`src/rtl/uart_tx_arbiter.sv`:
```
// Packet-granular round-robin arbiter sharing one byte-wide UART TX path between NUM_REQ requesters.
// Optional source tag byte before each packet: define UART_TX_ARB_TAG_EN.
//
// state     | meaning
// ----------+---------------------------------------------------------------
// ST_IDLE   | no owner; pick next requester round-robin from rr_ptr_q
// ST_TAG    | (tag builds) presenting TAG_BASE + owner index on the line
// ST_STREAM | owner's bytes pass straight through until its last byte is accepted

module uart_tx_arbiter #(
    parameter int         NUM_REQ  = 3,
    parameter logic [7:0] TAG_BASE = 8'hF0
) (
    input  logic                 clk_i,
    input  logic                 rst_ni,
    input  logic [NUM_REQ-1:0]   req_valid_i,
    input  logic [NUM_REQ*8-1:0] req_data_i,
    input  logic [NUM_REQ-1:0]   req_last_i,
    output logic [NUM_REQ-1:0]   req_ready_o,
    output logic                 tx_valid_o,
    output logic [7:0]           tx_data_o,
    input  logic                 tx_ready_i,
    output logic [NUM_REQ-1:0]   grant_o,
    output logic                 busy_o
);

    localparam int        IW        = $clog2(NUM_REQ);
    localparam logic [IW:0] NUM_REQ_W = (IW+1)'(NUM_REQ);

    typedef enum logic [1:0] {
        ST_IDLE   = 2'd0,
`ifdef UART_TX_ARB_TAG_EN
        ST_TAG    = 2'd1,
`endif
        ST_STREAM = 2'd2
    } state_t;

    state_t               state_q;
    logic [IW-1:0]        rr_ptr_q;
    logic [IW-1:0]        idx_q;
    logic [NUM_REQ-1:0]   grant_q;
    logic                 busy_q;

    logic                 found_d;
    logic [IW-1:0]        sel_idx_d;
    logic [IW:0]          sum;
    logic [IW-1:0]        cand;
    logic                 own_valid;
    logic                 own_last;
    logic [7:0]           own_data;
    logic [IW-1:0]        rr_ptr_d;

    // First valid requester at or after rr_ptr_q, wrapping modulo NUM_REQ.
    always_comb begin
        found_d   = 1'b0;
        sel_idx_d = '0;
        sum       = '0;
        cand      = '0;
        for (int i = 0; i < NUM_REQ; i++) begin
            sum = {1'b0, rr_ptr_q} + (IW+1)'(i);
            if (sum >= NUM_REQ_W) begin
                sum = sum - NUM_REQ_W;
            end
            cand = sum[IW-1:0];
            if (!found_d && req_valid_i[cand]) begin
                found_d   = 1'b1;
                sel_idx_d = cand;
            end
        end
    end

    always_comb begin
        own_valid = 1'b0;
        own_last  = 1'b0;
        own_data  = 8'h00;
        for (int k = 0; k < NUM_REQ; k++) begin
            if (idx_q == IW'(k)) begin
                own_valid = req_valid_i[k];
                own_last  = req_last_i[k];
                own_data  = req_data_i[k*8 +: 8];
            end
        end
    end

    assign rr_ptr_d = (idx_q == IW'(NUM_REQ - 1)) ? '0 : idx_q + 1'b1;

`ifdef UART_TX_ARB_TAG_EN
    logic [7:0] tag_byte;
    assign tag_byte = TAG_BASE + 8'(idx_q);
`else
    logic unused_tag_base;
    assign unused_tag_base = ^TAG_BASE;
`endif

    always_comb begin
        tx_valid_o  = 1'b0;
        tx_data_o   = 8'h00;
        req_ready_o = '0;
        case (state_q)
            ST_STREAM: begin
                tx_valid_o  = own_valid;
                tx_data_o   = own_valid ? own_data : 8'h00;
                req_ready_o = grant_q & {NUM_REQ{tx_ready_i}};
            end
`ifdef UART_TX_ARB_TAG_EN
            ST_TAG: begin
                tx_valid_o = 1'b1;
                tx_data_o  = tag_byte;
            end
`endif
            default: ;
        endcase
    end

    always_ff @(posedge clk_i or negedge rst_ni) begin
        if (!rst_ni) begin
            state_q  <= ST_IDLE;
            rr_ptr_q <= '0;
            idx_q    <= '0;
            grant_q  <= '0;
            busy_q   <= 1'b0;
        end else begin
            case (state_q)
                ST_IDLE: begin
                    if (found_d) begin
                        idx_q   <= sel_idx_d;
                        grant_q <= NUM_REQ'(1) << sel_idx_d;
                        busy_q  <= 1'b1;
`ifdef UART_TX_ARB_TAG_EN
                        state_q <= ST_TAG;
`else
                        state_q <= ST_STREAM;
`endif
                    end
                end
`ifdef UART_TX_ARB_TAG_EN
                ST_TAG: begin
                    if (tx_ready_i) begin
                        state_q <= ST_STREAM;
                    end
                end
`endif
                ST_STREAM: begin
                    // Grant is released only on an accepted last byte; a stalled owner holds the line.
                    if (own_valid && tx_ready_i && own_last) begin
                        rr_ptr_q <= rr_ptr_d;
                        grant_q  <= '0;
                        busy_q   <= 1'b0;
                        state_q  <= ST_IDLE;
                    end
                end
                default: begin
                    grant_q <= '0;
                    busy_q  <= 1'b0;
                    state_q <= ST_IDLE;
                end
            endcase
        end
    end

    assign grant_o = grant_q;
    assign busy_o  = busy_q;

endmodule

```
`config.mk`:
```
export PLATFORM = sky130hd
export DESIGN_NAME = uart_tx_arbiter
export DESIGN_NICKNAME = d
export VERILOG_FILES = /design/src/rtl/uart_tx_arbiter.sv
export SDC_FILE = /design/constraint.sdc
export NUM_CORES = 1
export LEC_CHECK = 0
export BUFFER_PORTS_ARGS = -buffer_cell sky130_fd_sc_hd__buf_2
export CAP_MARGIN = 40
export CORE_AREA = 5 5 61 63
export CTS_CLUSTER_DIAMETER = 40
export DETAILED_ROUTE_END_ITERATION = 16
export DIE_AREA = 0 0 66 68
export PLACE_DENSITY = 0.55
export SETUP_SLACK_MARGIN = 0.05
export SYNTH_ARGS = -nofsm -noshare
export SYNTH_HDL_FRONTEND = slang
export SYNTH_SLANG_ARGS = --single-unit
```
`constraint.sdc`:
```
create_clock -name clk_i -period 1.75 [get_ports clk_i]
set_input_delay 0.0875 -clock clk_i [delete_from_list [all_inputs] [get_ports clk_i]]
set_output_delay 0.0875 -clock clk_i [all_outputs]
set_load 0.02 [all_outputs]
```
==> flow_summary.json, run 1 <==
{
  "synth_edf_count": 0,
  "synth_compound_area_share_pct": 23.54,
  "synth_xor_area_share_pct": 0,
  "yosysTopAreaCellShare_pct": 22.82,
  "drive_gt1_share_pct": 53.76,
  "reg2reg_to": "grant_o[0]",
  "final_hold_viol_count": 0,
  "via_per_inst": 4.808,
  "clock-sinks": 8,
  "die_y_um": 68,
  "synthSimpleGateAreaFrac_pct": 25.39,
  "synthTopCellsByCount": "nor2_1 (18), mux2i_1 (13), a21oi_1 (9)",
  "p_leak_uw": 0.0006983,
  "maxSlewHeadroom_pct": 74.50,
  "finalSetupViolCount": 5,
  "critical_path_buf_inv_count": 1,
  "grt_pass1_wl_um": 4374,
  "tritoncts": "yes",
  "finalPower_uw": 2436,
  "drt_first_pass_iters": 4,
  "crit_type": "flop to flop",
  "routed-via-count": 1053,
  "post_layout_nonfiller_instances": 219,
  "r2r_cells": 7,
  "die_w_um": 66,
  "synth_area_leaders": "dfrtp_1 (23%), mux2i_1 (15%), nor2_1 (7.7%)",
  "hold_ws_ns": 0.2079,
  "dp_cells": 210,
  "grt_max_degree": 13,
  "syn2layout_area_growth_pct": 64.62,
  "place_congestion": 0.8726,
  "portBuffers": 48,
  "utilization_pct": 45.42,
  "yosysWarnings": 0,
  "hpwl_um": 2164,
  "syn_nets": 147,
  "numCtsBuffers": 3,
  "synth_top_family_by_area": "simple AND/OR/NAND/NOR gates",
  "vdd_drop_max_v": 0.0007419,
  "core-area_um2": 3179,
  "drtIter0Drc": 50,
  "slowest_delay_ns": 0.50,
  "cp_data_required_time_ns": 1.91,
  "nets": 212,
  "rsz0062_at_grt": "yes",
  "end_kind": "flop",
  "die_area_um2": 4488,
  "synth_most_common_cell": "nor2_1",
  "fin_crit_ns": 1.899,
  "rr_startpoint": "rr_ptr_q[0]",
  "grt_pass1_vias": 1044,
  "drv_cap": 0,
  "yosysSeqAreaShare_pct": 22.82,
  "synthAdderAreaFrac_pct": 5.706,
  "reg2reg_setup_slack_ns": -0.15,
  "cp_top_family": "simple AND/OR/NAND/NOR gates",
  "start_util_pct": 27.59,
  "hp-class": "input pin to async pin",
  "ant_nets": 0,
  "critical_path.slowest_cell": "or4_4",
  "fmax_mhz": 526.5,
  "synth-seq-cells": 8,
  "cp_cell_sequence": "inv_2 -> ha_4 -> mux2i_4 -> o21ai_2 -> or4_4 -> o21a_1 -> o31ai_2",
  "worst-path-max-fanout": 4,
  "gr-total-overflow": 0,
  "critPathLaunchType": "flop",
  "synth_area_per_cell_um2": 7.974,
  "clockBufferDepth": 2,
  "synth_async_sr_flop_share_pct": 100.0,
  "post-route-period-util_pct": 108.5,
  "tightest_slew_ns": 0.3825,
  "yosys.area.top_type": "dfrtp_1",
  "path_depth": 7,
  "skew_ns": 0.004866,
  "power_density_nw_per_um2": 1687,
  "antenna_cells": 0,
  "synth_ff_type": "dfrtp_1",
  "rows": 21,
  "slew_violations": 0,
  "arrival_ns": 2.06,
  "violations": "setup timing",
  "synthMuxAreaShare_pct": 18.69,
  "io_pins": 49,
  "synth.distinct_cells": 34,
  "fin_ws_ns": -0.1492,
  "antenna_found_initial": 0,
  "track_usage_pct": 12.34,
  "clk_pin_slew_ns": 0.06,
  "wl_per_cell_um": 12.71,
  "clk_latency_ns": 0.25,
  "drc": 0,
  "netlist_area_um2": 877.1,
  "wirelength_um": 2783,
  "fillCellCount": 314,
  "htreeDepth": 1,
  "status": "complete, but fails checks",
  "syn_inst": 110,
  "root_buffer": "clkbuf_4"
}
[cells in the final DEF, fill, tap and decap left out, drive strengths merged]
cell         Yosys  layout
a21o             1       1
a21oi            9       9
a22oi            1       1
a311o            1       1
a311oi           1       1
a41o             1       1
a41oi            1       1
and2             2       2
and2b            1       1
and3             4       4
buf              3      63
clkbuf           2       3
dfrtp            8       8
dlygate4sd3      0       1
ha               4       4
inv              3       3
mux2             3       3
mux2i           13      13
nand2            6       7
nand2b           1       1
nand3            3       3
nand3b           2       2
nand4            1       1
nor2            18      18
nor2b            5       5
o21a             3       3
o21ai            6       6
o22ai            1       1
o2bb2ai          2       2
o31ai            3       3
or4              1       1
[through the flow]
step,TNS (ns),setup WS [ns],cell area [µm²]
final,-0.5190,-0.1492,1444
after CTS,-0.5761,-0.1554,1370
after detailed placement,-0.8268,-0.1953,1287
after global placement,-0.7169,-0.1795,1287
after floorplan,-0.2253,-0.08389,935.9
after global routing,-0.9615,-0.2256,1444
[layout make-up]
cell class | instances | area [µm²] | share of cell area, %
well taps | 46 | 57.56 | 3.986
inverters | 3 | 11.26 | 0.7799
repair buffers | 64 | 382.9 | 26.52
clock buffers | 3 | 22.52 | 1.560
multi-input cells | 95 | 765.7 | 53.03
flip-flops and latches | 8 | 203.9 | 14.12
[cells by family after synthesis]
family                     Yosys count
DFF                                  8
and+or+nand+nor                     44
muxes                               16
AOI/OAI and AO/OA                   30
buffers and inverters                8
adders and majority gates            4
[power breakdown]
| group | switching (µW) | internal (µW) |
|---|---|---|
| Clock | 62.8 | 78.5 |
| Sequential | 108 | 266 |
| Combinational | 984 | 937 |
| Total | 1160 | 1280 |
[routing by layer]
metal,wire [µm],global-route usage (%),up-vias
li1,-,-,533
met2,1358,22.78,47
met1,1159,14.06,469
met4,37,5.076,0
met5,0,0,-
met3,227,2.135,4
[what timing repair did]
action / CTS / global route
setup endpoints to repair: 15 / 14
hold buffers: 1 / 0
gates resized for setup: 13 / 11
setup buffers: 1 / 3
gates cloned: 0 / 1
hold endpoints to repair: 8 / 0
pin swaps: 1 / 1
[flip-flops by register name (all words and copies together), names as in the netlist]
register	count
busy_o	1
grant_o	3
rr_ptr_q	2
idx_q	2
[how the worst max path moves through the flow]
stage	end	slack [ns]	startpoint
2_1_floorplan	idx_q[0]	-0.08	rr_ptr_q[0]
3_3_place_gp	idx_q[1]	-0.18	rr_ptr_q[1]
3_5_place_dp	idx_q[1]	-0.20	rr_ptr_q[0]
4_1_cts	grant_o[0]	-0.16	rr_ptr_q[0]
5_1_grt	grant_o[0]	-0.23	rr_ptr_q[0]
6_report	grant_o[0]	-0.15	rr_ptr_q[0]
Power figures use the tool's default switching activity.
==> run 2, diff against run 1 <==
Settings changed: PLACE_DENSITY 0.55 to unset, PLACE_DENSITY_LB_ADDON set to 0.08.
==> run 2 against run 1 <==
Net effect:
- via count hardly changed
- total power is 3.3% higher
- non-clock buffer count stayed put
- sequential power is 2% lower
- cell area is 1.6% higher
- clock skew hardly changed
- clock power is 5% higher
- largest power group unchanged
- the flow still finishes with violations (setup timing)
- highest routed layer unchanged
- global-route usage is 1.0 points higher
- worst hold slack worse by 0.0091 ns
- first-iteration DRC count is 66% higher
- utilization is 0.71 points higher
- critical path type unchanged
==> flow_summary.json, run 2 (synthesized netlist as in run 1, its figures left out) <==
{
  "ant_nets": 0,
  "portBuffers": 48,
  "end_kind": "flop",
  "arrival_ns": 2.10,
  "grt_max_degree": 13,
  "antenna_cells": 0,
  "crit_type": "flop to flop",
  "core-area_um2": 3179,
  "place_congestion": 0.8371,
  "wirelength_um": 2939,
  "drv_cap": 0,
  "drt_first_pass_iters": 4,
  "hp-class": "input pin to async pin",
  "critical_path.slowest_cell": "or4_4",
  "multi_input_area_um2": 775.7,
  "grt_pass1_wl_um": 4623,
  "drc": 0,
  "final_hold_viol_count": 0,
  "clk_latency_ns": 0.26,
  "routed-via-count": 1052,
  "violations": "setup timing",
  "clock-sinks": 8,
  "drive_gt1_share_pct": 56.07,
  "rsz0062_at_grt": "yes",
  "tightest_slew_ns": 0.3515,
  "nets": 212,
  "vdd_drop_max_v": 0.0005881,
  "htreeDepth": 1,
  "slowest_delay_ns": 0.53,
  "maxSlewHeadroom_pct": 76.37,
  "r2r_cells": 6,
  "rr_startpoint": "rr_ptr_q[1]",
  "hpwl_um": 2296,
  "worst-path-max-fanout": 4,
  "fin_crit_ns": 1.931,
  "syn2layout_area_growth_pct": 67.19,
  "power_density_nw_per_um2": 1716,
  "die_y_um": 68,
  "setup.worst_path.start": "rr_ptr_q[1]",
  "tritoncts": "yes",
  "cp_cell_sequence": "inv_2 -> ha_4 -> mux2_4 -> or4_4 -> o21a_1 -> o31ai_2",
  "fmax_mhz": 517.9,
  "utilization_pct": 46.12,
  "p_leak_uw": 0.0006980,
  "die_area_um2": 4488,
  "via_per_inst": 4.804,
  "critPathCapture": "grant_o[0]",
  "reg2reg_setup_slack_ns": -0.18,
  "clk_pin_slew_ns": 0.06,
  "fin_ws_ns": -0.1808,
  "io_pins": 49,
  "post-route-period-util_pct": 110.3,
  "cp_top_family": "simple AND/OR/NAND/NOR gates",
  "finalPower_uw": 2517,
  "status": "complete, but fails checks",
  "clockBufferDepth": 2,
  "wl_per_cell_um": 13.42,
  "path_depth": 6,
  "finalSetupViolCount": 5,
  "cp_data_required_time_ns": 1.92,
  "grt_pass1_vias": 1031,
  "rows": 21,
  "register_area_um2": 203.9,
  "root_buffer": "clkbuf_4",
  "critPathLaunchType": "flop",
  "track_usage_pct": 13.37,
  "reg2reg_to": "grant_o[0]",
  "layout_commonest_cell": "buf_2",
  "start_util_pct": 27.59,
  "numCtsBuffers": 3,
  "fillCellCount": 331,
  "slew_violations": 0,
  "gr-total-overflow": 0,
  "antenna_found_initial": 0,
  "drtIter0Drc": 83,
  "skew_ns": 0.004578,
  "die_w_um": 66,
  "layout_common_cells": "buf_2 (43), buf_4 (17), nor2_1 (16), mux2i_1 (12), a21oi_1 (9)",
  "critical_path_buf_inv_count": 1,
  "largest_reg_flops": 3
}
==> run 2: worst min path at each step <==
stage | from | end | slack, ns | cells past startpoint
after detailed placement | rst_ni | grant_o[0] | -0.05 | 1
after global placement | rst_ni | grant_o[0] | -0.05 | 1
after CTS | rst_ni | idx_q[1] | 0.21 | 2
after floorplan | rst_ni | busy_o | -0.21 | 0
after global routing | rst_ni | idx_q[0] | 0.23 | 2
final | rst_ni | idx_q[0] | 0.20 | 2
==> run 2: per-layer routing <==
layer | global-route usage [%] | wire, µm
met1 | 16.11 | 1222
met2 | 23.65 | 1507
met3 | 2.791 | 178
met4 | 4.569 | 29
met5 | 0 | 0
==> run 2: through the flow <==
step                hold slack, ns  setup TNS [ns]  cells  setup WS, ns  area [µm²]
floorplan                  -0.2081         -0.2253    110      -0.08389       935.9
global placement          -0.05491         -0.8175    211       -0.1871        1308
detailed placement        -0.05067         -0.8994    211       -0.2005        1308
CTS                         0.2119         -0.8334    217       -0.1867        1366
global route                0.2321          -1.083    219       -0.2533        1466
finish                      0.1988         -0.7028    219       -0.1808        1466
==> run 2: where the power goes <==
| group | internal, µW | switching (µW) | leakage, µW |
|---|---|---|---|
| Combinational | 978 | 1020 | 0.000588 |
| Sequential | 265 | 102 | 0.0000963 |
| Clock | 78.9 | 68.8 | 0.0000138 |
==> run 2: area by class of cell <==
class | count | area share, %
repair buffers | 64 | 26.96
multi-input cells | 95 | 52.90
clock buffers | 3 | 1.536
well taps | 46 | 3.925
inverters | 3 | 0.7679
flip-flops and latches | 8 | 13.91
==> run 2: timing repair <==
action                     4_1_cts  5_1_grt
hold endpoints to repair         8        0
pin swaps                        1       10
gates resized for setup          6       24
hold buffers                     1        0
setup endpoints to repair       15       16
gates cloned                     1        0
buffers inserted                 1        2
==> run 3, diff against run 2 <==
Settings changed: MAX_ROUTING_LAYER set to met4.
==> run 3 against run 2 <==
Net effect:
- cell count unchanged
- register-to-register slack about the same
- setup slack improved by 0.0022 ns
- utilization unchanged
- combinational power about the same
- clock power about the same
- clock-buffer cell count unchanged
- routed wire length increased by 0.24%
- critical path depth unchanged
- first-iteration DRC count decreased by 17%
- the flow still finishes with violations (setup timing)
==> flow_summary.json, run 3 (synthesized netlist as in run 1, its figures left out) <==
{
  "fin_crit_ns": 1.929,
  "hold_ws_ns": 0.2000,
  "clk_pin_slew_ns": 0.06,
  "clk_latency_ns": 0.26,
  "p_seq_share_pct": 14.6,
  "power_density_nw_per_um2": 1715,
  "grt_pass1_wl_um": 4623,
  "via_per_inst": 4.799,
  "die_w_um": 66,
  "grt_max_degree": 13,
  "finalPower_uw": 2516,
  "critical_path.slowest_cell": "or4_4",
  "sw_frac_of_total_pct": 47.43,
  "layout_common_cells": "buf_2 (43), buf_4 (17), nor2_1 (16), mux2i_1 (12), a21oi_1 (9)",
  "drive_gt1_share_pct": 56.07,
  "placed_area_um2": 1308,
  "tritoncts": "yes",
  "slowest_delay_ns": 0.53,
  "cp_cell_sequence": "inv_2 -> ha_4 -> mux2_4 -> or4_4 -> o21a_1 -> o31ai_2",
  "fmax_mhz": 518.5,
  "end_kind": "flop",
  "drt_first_pass_iters": 4,
  "post_layout_nonfiller_instances": 219,
  "maxSlewHeadroom_pct": 75.75,
  "crit_type": "flop to flop",
  "die_area_um2": 4488,
  "grt_pass1_vias": 1029,
  "start_util_pct": 27.59,
  "critPathLaunchType": "flop",
  "skew_ns": 0.003573,
  "slew_violations": 0,
  "power_frac_clock_pct": 5.8,
  "die_y_um": 68,
  "tightest_slew_ns": 0.3606,
  "gr-total-overflow": 0,
  "arrival_ns": 2.10,
  "routed-via-count": 1051,
  "layout_commonest_cell": "buf_2",
  "utilization_pct": 46.12,
  "post-route-period-util_pct": 110.2,
  "portBuffers": 48,
  "rsz0062_at_grt": "yes",
  "clock-sinks": 8,
  "drv_cap": 0,
  "numCtsBuffers": 3,
  "internal-power_uw": 1322,
  "ant_nets": 0,
  "track_usage_pct": 13.75,
  "vdd_drop_max_v": 0.0005868,
  "final_hold_viol_count": 0,
  "place_congestion": 0.8500,
  "clockBufferDepth": 2,
  "p_comb_share_pct": 79.6,
  "violations": "setup timing",
  "core-area_um2": 3179,
  "worst-path-max-fanout": 4,
  "nets": 212,
  "p_leak_uw": 0.0006980,
  "antenna_found_initial": 0,
  "rows": 21,
  "dp_cells": 211,
  "wirelength_um": 2946,
  "cp_data_required_time_ns": 1.92,
  "largest_reg_flops": 3,
  "drc": 0,
  "critical_path_buf_inv_count": 1,
  "hp-class": "input pin to async pin",
  "hpwl_um": 2296,
  "status": "complete, but fails checks",
  "wl_per_cell_um": 13.45,
  "final_cell_area_um2": 1466,
  "switching_power_uw": 1193,
  "syn2layout_area_growth_pct": 67.19,
  "fin_ws_ns": -0.1787,
  "antenna_cells": 0,
  "finalSetupViolCount": 5,
  "cp_top_family": "simple AND/OR/NAND/NOR gates",
  "root_buffer": "clkbuf_4",
  "drtIter0Drc": 69,
  "fillCellCount": 331,
  "io_pins": 49,
  "htreeDepth": 1
}
-- run 3: worst paths after layout --
path	start	end	slack, ns	depth (start not counted)
max	rr_ptr_q[1]	grant_o[0]	-0.18	6
min	rst_ni	idx_q[0]	0.20	2
max reg2reg	rr_ptr_q[1]	grant_o[0]	-0.18	6
min reg2reg	grant_o[0]	grant_o[0]	0.54	2
max in group asynchronous	rst_ni	rr_ptr_q[0]	1.36	2
min in group clk_i	tx_ready_i	rr_ptr_q[1]	0.32	3
-- run 3: repair_timing --
| item | CTS | global route |
|---|---|---|
| hold buffers | 1 | 0 |
| resized for setup | 6 | 24 |
| pin swaps | 1 | 10 |
| cloned | 1 | 0 |
| setup endpoints to repair | 15 | 16 |
| buffers inserted | 1 | 2 |
| endpoints found under the hold margin | 8 | 0 |
-- run 3: power groups by stage --
stage	combinational, µW	sequential [µW]	clock (µW)
detailed placement	1760	352	0
floorplan	1190	368	0
finish	2000	367	147
CTS	1810	360	157
global placement	1740	349	0
global route	2150	382	166
-- run 3: layout make-up --
cell class | instances | area (µm²) | share of cell area, %
multi-input combinational | 95 | 775.7 | 52.90
timing repair buffer | 64 | 395.4 | 26.96
sequential | 8 | 203.9 | 13.91
tap | 46 | 57.56 | 3.925
clock buffer | 3 | 22.52 | 1.536
inverter | 3 | 11.26 | 0.7679
-- run 3: per-stage QoR --
step / worst slack [ns] / TNS (ns)
after global routing: -0.2553 / -1.093
after detailed placement: -0.2005 / -0.8994
after CTS: -0.1867 / -0.8334
after global placement: -0.1871 / -0.8175
after floorplan: -0.08389 / -0.2253
final: -0.1787 / -0.7018
-- run 3: metal layers --
metal	global-route usage (%)	share of wire, %	routed length [µm]
met4	4.569	1.4	40
met1	16.50	43	1258
met2	23.78	51	1497
met5	-	0	0
met3	1.970	5.1	150
